--- config.mk ---
export PLATFORM = sky130hd
export DESIGN_NAME = chan_poll_ctl
export DESIGN_NICKNAME = d
export VERILOG_FILES = /design/src/rtl/chan_poll_ctl_pkg.sv /design/src/rtl/chan_tag_sync.sv /design/src/rtl/chan_poll_ctl.sv
export SDC_FILE = /design/constraint.sdc
export NUM_CORES = 1
export LEC_CHECK = 0
export CORE_MARGIN = 2
export CORE_UTILIZATION = 57
export CTS_CLUSTER_SIZE = 24
export DETAILED_ROUTE_END_ITERATION = 10
export GPL_TIMING_DRIVEN = 1
export PLACE_DENSITY = 0.83
export SKIP_CTS_REPAIR_TIMING = 1
export SYNTH_ARGS = -nofsm -noshare
export SYNTH_HDL_FRONTEND = slang
export SYNTH_SLANG_ARGS = --single-unit
--- constraint.sdc ---
create_clock -name aclk -period 5.75 [get_ports aclk]
set_clock_uncertainty 0.1 [all_clocks]
set_input_delay 1.15 -clock aclk [delete_from_list [all_inputs] [get_ports aclk]]
set_output_delay 1.15 -clock aclk [all_outputs]
set_load 0.1 [all_outputs]
--- src/rtl/chan_poll_ctl_pkg.sv ---
// Shared types and constants for the channel-B poll sequencer.
package chan_poll_ctl_pkg;

  // Poll sequencer states.
  typedef enum logic [2:0] {
    ST_IDLE        = 3'd0,
    ST_SELECT      = 3'd1,
    ST_ADDR_ACK    = 3'd2,
    ST_WAIT_STATUS = 3'd3,
    ST_STATUS_ACK  = 3'd4,
    ST_RELEASE     = 3'd5,
    ST_END         = 3'd6
  } poll_state_e;

  typedef logic [1:0] poll_result_t;

  localparam poll_result_t RESULT_OK          = 2'd0;
  localparam poll_result_t RESULT_NO_RESPONSE = 2'd1;
  localparam poll_result_t RESULT_TIMEOUT     = 2'd2;

  // Width of the per-state wait timer.
  localparam int unsigned TMO_CNT_W = 16;

  // Bit positions of the inbound tags inside the synchronised tag vector.
  localparam int unsigned TAG_W    = 5;
  localparam int unsigned TAG_REQ  = 0;
  localparam int unsigned TAG_OPER = 1;
  localparam int unsigned TAG_ADDR = 2;
  localparam int unsigned TAG_STAT = 3;
  localparam int unsigned TAG_SEL  = 4;

  localparam int unsigned BUS_W = 8;

  // States in which the CU is being waited on and the timer runs.
  function automatic logic is_wait_state(input poll_state_e s);
    return (s == ST_SELECT)      || (s == ST_ADDR_ACK)   ||
           (s == ST_WAIT_STATUS) || (s == ST_STATUS_ACK) ||
           (s == ST_RELEASE);
  endfunction

endpackage

--- src/rtl/chan_tag_sync.sv ---
// Two-flop synchronizer for inbound channel tags and bus bits.
// Each bit is synchronised independently; multi-bit values are only
// consumed while their qualifying tag guarantees they are stable.
module chan_tag_sync #(
  parameter int unsigned WIDTH = 1
) (
  input  logic             clk_i,
  input  logic             rst_ni,
  input  logic [WIDTH-1:0] d_i,
  output logic [WIDTH-1:0] q_o
);

  logic [WIDTH-1:0] meta_q;
  logic [WIDTH-1:0] sync_q;

  // Two-stage capture of the asynchronous inputs.
  always_ff @(posedge clk_i or negedge rst_ni) begin
    if (!rst_ni) begin
      meta_q <= '0;
      sync_q <= '0;
    end else begin
      meta_q <= d_i;
      sync_q <= meta_q;
    end
  end

  assign q_o = sync_q;

endmodule

--- src/rtl/chan_poll_ctl.sv ---
// Channel-side poll sequencer for the parallel channel B bus/tag
// interface. Raises hold/select for a requesting CU, completes the
// address-in/command-out and status-in/service-out handshakes, and
// reports the polled address and status byte with a result code.
module chan_poll_ctl
  import chan_poll_ctl_pkg::*;
#(
  parameter int unsigned TIMEOUT_CYCLES = 4096
) (
  input  logic             aclk,
  input  logic             aresetn,
  input  logic             poll_enable,
  input  logic [BUS_W-1:0] b_bus_in,
  input  logic             b_request_in,
  input  logic             b_operational_in,
  input  logic             b_address_in,
  input  logic             b_status_in,
  input  logic             b_select_in,
  output logic             b_hold_out,
  output logic             b_select_out,
  output logic             b_command_out,
  output logic             b_service_out,
  output logic             poll_busy,
  output logic             poll_done,
  output logic [1:0]       poll_result,
  output logic [BUS_W-1:0] poll_address,
  output logic [BUS_W-1:0] poll_status
);

  localparam logic [TMO_CNT_W-1:0] TMO_LAST = TMO_CNT_W'(TIMEOUT_CYCLES - 1);

  logic [TAG_W-1:0] tag_pins;
  logic [TAG_W-1:0] tag_s;
  logic [BUS_W-1:0] bus_s;

  logic req_s;
  logic oper_s;
  logic addr_s;
  logic stat_s;
  logic selin_s;

  poll_state_e          state_q;
  logic [TMO_CNT_W-1:0] cnt_q;
  logic                 hold_q;
  logic                 sel_q;
  logic                 cmd_q;
  logic                 svc_q;
  logic                 busy_q;
  logic                 done_q;
  poll_result_t         result_q;
  logic [BUS_W-1:0]     addr_q;
  logic [BUS_W-1:0]     status_q;

  logic exit_c;
  logic tmo_hit;
  logic abort_c;

  assign tag_pins = {b_select_in, b_status_in, b_address_in,
                     b_operational_in, b_request_in};

  chan_tag_sync #(
    .WIDTH(TAG_W)
  ) u_tag_sync (
    .clk_i (aclk),
    .rst_ni(aresetn),
    .d_i   (tag_pins),
    .q_o   (tag_s)
  );

  chan_tag_sync #(
    .WIDTH(BUS_W)
  ) u_bus_sync (
    .clk_i (aclk),
    .rst_ni(aresetn),
    .d_i   (b_bus_in),
    .q_o   (bus_s)
  );

  assign req_s   = tag_s[TAG_REQ];
  assign oper_s  = tag_s[TAG_OPER];
  assign addr_s  = tag_s[TAG_ADDR];
  assign stat_s  = tag_s[TAG_STAT];
  assign selin_s = tag_s[TAG_SEL];

  // Exit condition of the current wait state; gates timer expiry.
  always_comb begin
    exit_c = 1'b0;
    case (state_q)
      ST_SELECT:      exit_c = (oper_s && addr_s) || selin_s;
      ST_ADDR_ACK:    exit_c = !addr_s;
      ST_WAIT_STATUS: exit_c = stat_s;
      ST_STATUS_ACK:  exit_c = !stat_s;
      ST_RELEASE:     exit_c = !oper_s;
      default:        exit_c = 1'b0;
    endcase
  end

  assign tmo_hit = (cnt_q == TMO_LAST);
  // Expiry is factored out of the per-state branches: it only fires when
  // that state's exit condition is false, so the exit always wins.
  assign abort_c = is_wait_state(state_q) && !exit_c && tmo_hit;

  // Poll sequencer with registered tag and status outputs.
  always_ff @(posedge aclk or negedge aresetn) begin
    if (!aresetn) begin
      state_q  <= ST_IDLE;
      cnt_q    <= '0;
      hold_q   <= 1'b0;
      sel_q    <= 1'b0;
      cmd_q    <= 1'b0;
      svc_q    <= 1'b0;
      busy_q   <= 1'b0;
      done_q   <= 1'b0;
      result_q <= RESULT_OK;
      addr_q   <= '0;
      status_q <= '0;
    end else begin
      done_q <= 1'b0;
      cnt_q  <= is_wait_state(state_q) ? cnt_q + 1'b1 : '0;
      if (abort_c) begin
        hold_q   <= 1'b0;
        sel_q    <= 1'b0;
        cmd_q    <= 1'b0;
        svc_q    <= 1'b0;
        result_q <= RESULT_TIMEOUT;
        done_q   <= 1'b1;
        cnt_q    <= '0;
        state_q  <= ST_END;
      end else begin
        case (state_q)
          ST_IDLE: begin
            if (poll_enable && req_s) begin
              hold_q  <= 1'b1;
              sel_q   <= 1'b1;
              busy_q  <= 1'b1;
              cnt_q   <= '0;
              state_q <= ST_SELECT;
            end
          end
          ST_SELECT: begin
            if (oper_s && addr_s) begin
              addr_q  <= bus_s;
              cmd_q   <= 1'b1;
              cnt_q   <= '0;
              state_q <= ST_ADDR_ACK;
            end else if (selin_s) begin
              sel_q    <= 1'b0;
              hold_q   <= 1'b0;
              result_q <= RESULT_NO_RESPONSE;
              done_q   <= 1'b1;
              cnt_q    <= '0;
              state_q  <= ST_END;
            end
          end
          ST_ADDR_ACK: begin
            if (!addr_s) begin
              cmd_q   <= 1'b0;
              cnt_q   <= '0;
              state_q <= ST_WAIT_STATUS;
            end
          end
          ST_WAIT_STATUS: begin
            if (stat_s) begin
              status_q <= bus_s;
              svc_q    <= 1'b1;
              cnt_q    <= '0;
              state_q  <= ST_STATUS_ACK;
            end
          end
          ST_STATUS_ACK: begin
            if (!stat_s) begin
              svc_q   <= 1'b0;
              sel_q   <= 1'b0;
              hold_q  <= 1'b0;
              cnt_q   <= '0;
              state_q <= ST_RELEASE;
            end
          end
          ST_RELEASE: begin
            if (!oper_s) begin
              result_q <= RESULT_OK;
              done_q   <= 1'b1;
              cnt_q    <= '0;
              state_q  <= ST_END;
            end
          end
          ST_END: begin
            busy_q  <= 1'b0;
            cnt_q   <= '0;
            state_q <= ST_IDLE;
          end
          default: begin
            hold_q  <= 1'b0;
            sel_q   <= 1'b0;
            cmd_q   <= 1'b0;
            svc_q   <= 1'b0;
            busy_q  <= 1'b0;
            cnt_q   <= '0;
            state_q <= ST_IDLE;
          end
        endcase
      end
    end
  end

  assign b_hold_out    = hold_q;
  assign b_select_out  = sel_q;
  assign b_command_out = cmd_q;
  assign b_service_out = svc_q;
  assign poll_busy     = busy_q;
  assign poll_done     = done_q;
  assign poll_result   = result_q;
  assign poll_address  = addr_q;
  assign poll_status   = status_q;

  // Structural invariants of the sequencer.
  a_done_single : assert property (@(posedge aclk) disable iff (!aresetn)
    poll_done |=> !poll_done);
  a_done_busy : assert property (@(posedge aclk) disable iff (!aresetn)
    poll_done |-> poll_busy);
  a_cmd_held : assert property (@(posedge aclk) disable iff (!aresetn)
    b_command_out |-> (b_hold_out && b_select_out));
  a_result_legal : assert property (@(posedge aclk) disable iff (!aresetn)
    poll_result != 2'd3);

endmodule

==> impl_results.md <==
- Largest delay share family, worst path: buffers and inverters
- Via count: 1721
- Ys async rst share: between 90% and 100%
- Final wirelength: between 4 and 5 mm
- Synthesis-stage register bit count: 68
- Slowest-stage cell, CP: clkdlybuf4s50_1
- Nets: about 280
- Setup CP Type: reg2out
- Port Buf Inserts: 39
- WP data required: 4.50 ns
- Normalized max-slew margin: 34.12%
- Via density per instance: around 5.5
- Avg Inst Size Synth: 12.47 sq um
- Initial antenna violation count: 0
- Fin area: 3318 sq um
- WL/cell: 15.29 microns
- Final hold violation count: 0
- # clock sinks: 68
- Syn Inst Count: 215
- Clk_lat worst skew: roughly 0.34 ns
- Most frequent cell after synthesis: dfrtp_1
- Clk buf depth: 2
- Critical path depth: 1
- H-tree depth: 3
- Crit path max fanout: 3
- Cell taking the most area after synthesis: dfrtp_1
- Syn-to-layout area delta: 23.75%
- Crit path buf inv count: 1
- Element type at the critical path end: primary output
- DR pass1 iterations: 4
- Crit path largest cell delay: 1.14 ns
- Crit start category: flop
- Worst Path Arrival: approximately 1.9 ns
- IO Count: 40
- First-pass GRT wire length: 8.238 mm
- CTS buffer count: 9
- Die ar.: between 5000 and 6000 sq um
- # setup viols final: 0
- Vias in the first global route: 1722
- Worst Hold Depth: 0
- Final antenna-violating net count: 0
- Placed Instance Area: 3083 sq um
- Synthesized area: 2681 sq um
- F_max: 0.3219 GHz
- Register area share after synthesis: 63.46%
- Slew @ Worst Pin: 0.9851 ns
- Critical-path cell list: clkdlybuf4s50_1
- Hold WC Path Type: reg2reg
- Final Max Tran Viols: 0
- Root buf cell: clkbuf_8
- Unrepaired setup endpoints after global routing: no
- DRC: 0
- Period Utilization, post-route: 54.03%
- Layout cells sized above 1: between 10% and 20%
- CTS tree: built
- Total negative slack: 0 ns
- Status: complete, no violations
- Grt ovf: 0
- Ant diodes: 0
- Worst-path clk slew: 0.07 ns
- Dpl hpwl: around 3.2 mm
- GR Util All Layers: 21.11%
- Synth Net Count: 232
- Warnings from Yosys: 0
- Row count: 24
- Distinct cells, synth: between 40 and 50
- Starting density of the core: 60.33%
- Pin count of the biggest net entering global routing: 69
- Chip width: 72.59 microns
- Top cells by area, synth: dfrtp_1, mux2_2, nor2_1
- Worst Reg-to-Reg Cells: 5
- Top FF cell, synth: dfrtp_1
- Synth top area share: 63.46%
- DIE HEIGHT: 72.59 microns
- Top cells by count, synth: dfrtp_1, nor2_1, mux2_2
- Period minus WS final: 3.107 ns
- Number of synthesized flops with an enable pin: 0
- Number of fill cells in the layout: roughly 300
- GP Congestion: 0.8208
- Max Cap Viol: 0
- DRT iter0 DRCs: 96
- Core Box Area: 4444 sq um
-- logic make-up (layout without fill, tap and decap cells) --
group                      count (synthesis)  count (layout)  share of synthesized area [%]
AOI/OAI and AO/OA                         30              30                          7.746
xor gates and xnor gates                  13              13                          4.246
adders and majority gates                  1               1                         0.4666
buffers and inverters                     13              61                          2.799
DFF                                       68              68                          63.46
muxes                                     16              16                          6.719
and+or+nand+nor                           74              74                          14.56
-- registers in the layout (all words and copies together) (netlist names) --
register	cells
poll_result	2
b_select_out	1
b_service_out	1
state_q	3
poll_status	8
b_command_out	1
u_bus_sync.q_o	8
poll_done	1
u_bus_sync.meta_q	8
cnt_q	16
poll_busy	1
poll_address	8
u_tag_sync.meta_q	5
u_tag_sync.q_o	5
-- cell usage in the layout (no fill, tap or decap), types with 2 or more instances in the layout --
cell              n
a21o_1            3
a21oi_1           5
a31oi_1           2
and2_1            3
and3_1            5
bufinv_16         2
clkbuf_8         11
clkdlybuf4s50_1  38
clkinvlp_4        2
dfrtp_1          68
inv_1             5
mux2_2           16
nand2_1          11
nand2b_1          5
nand3_1           7
nand4_1           2
nor2_1           28
nor2b_1           2
o211ai_1          3
o21a_1            2
o21ai_0           6
o22ai_1           2
or3b_1            2
xnor2_1           5
xor2_1            8
-- layer usage --
| layer | wire [microns] | global-route usage, % | up-vias |
|---|---|---|---|
| met2 | 2312 | 32.02 | 44 |
| met1 | 2209 | 28.38 | 842 |
| met4 | 102 | 11.52 | 0 |
| li1 | - | - | 826 |
| met5 | 0 | 0 | - |
| met3 | 190 | 4.972 | 9 |
-- final timing paths --
| path | startpoint | endpoint | slack, ns |
|---|---|---|---|
| min in group asynchronous | aresetn | b_service_out$_DFFE_PN0P_ | 0.89 |
| max reg2reg | state_q[1]$_DFFE_PN0P_ | state_q[1]$_DFFE_PN0P_ | 3.47 |
| min reg2reg | u_bus_sync.meta_q[5]$_DFF_PN0_ | u_bus_sync.q_o[5]$_DFF_PN0_ | 0.25 |
| max in group asynchronous | aresetn | poll_status[6]$_DFFE_PN0P_ | 4.12 |
| max | poll_result[0]$_DFFE_PN0P_ | poll_result[0] | 2.64 |
| min | u_bus_sync.meta_q[5]$_DFF_PN0_ | u_bus_sync.q_o[5]$_DFF_PN0_ | 0.25 |
-- area by class of cell --
| class | instances | area, sq um | area share, % |
|---|---|---|---|
| flip-flops and latches | 68 | 1702 | 51.28 |
| multi-input cells | 134 | 904.6 | 27.26 |
| repair buffers | 40 | 392.9 | 11.84 |
| clock buffers | 11 | 151.4 | 4.563 |
| clock inverters | 5 | 83.83 | 2.526 |
| well taps | 52 | 65.06 | 1.961 |
| inverters | 5 | 18.77 | 0.5656 |
-- stage by stage --
step	hold WS, ns	setup WS (ns)	utilization [%]	cells
global placement	0.2314	2.862	69.37	299
detailed placement	0.2347	2.839	69.37	299
floorplan	0.2312	3.160	-	215
global route	0.2511	2.588	74.66	315
CTS	0.2462	2.626	74.66	315
finish	0.2477	2.643	74.66	315
Power is left out: the tool's default activity adds up to more than one toggle a clock period on the data nets, which glitch-free logic cannot reach.
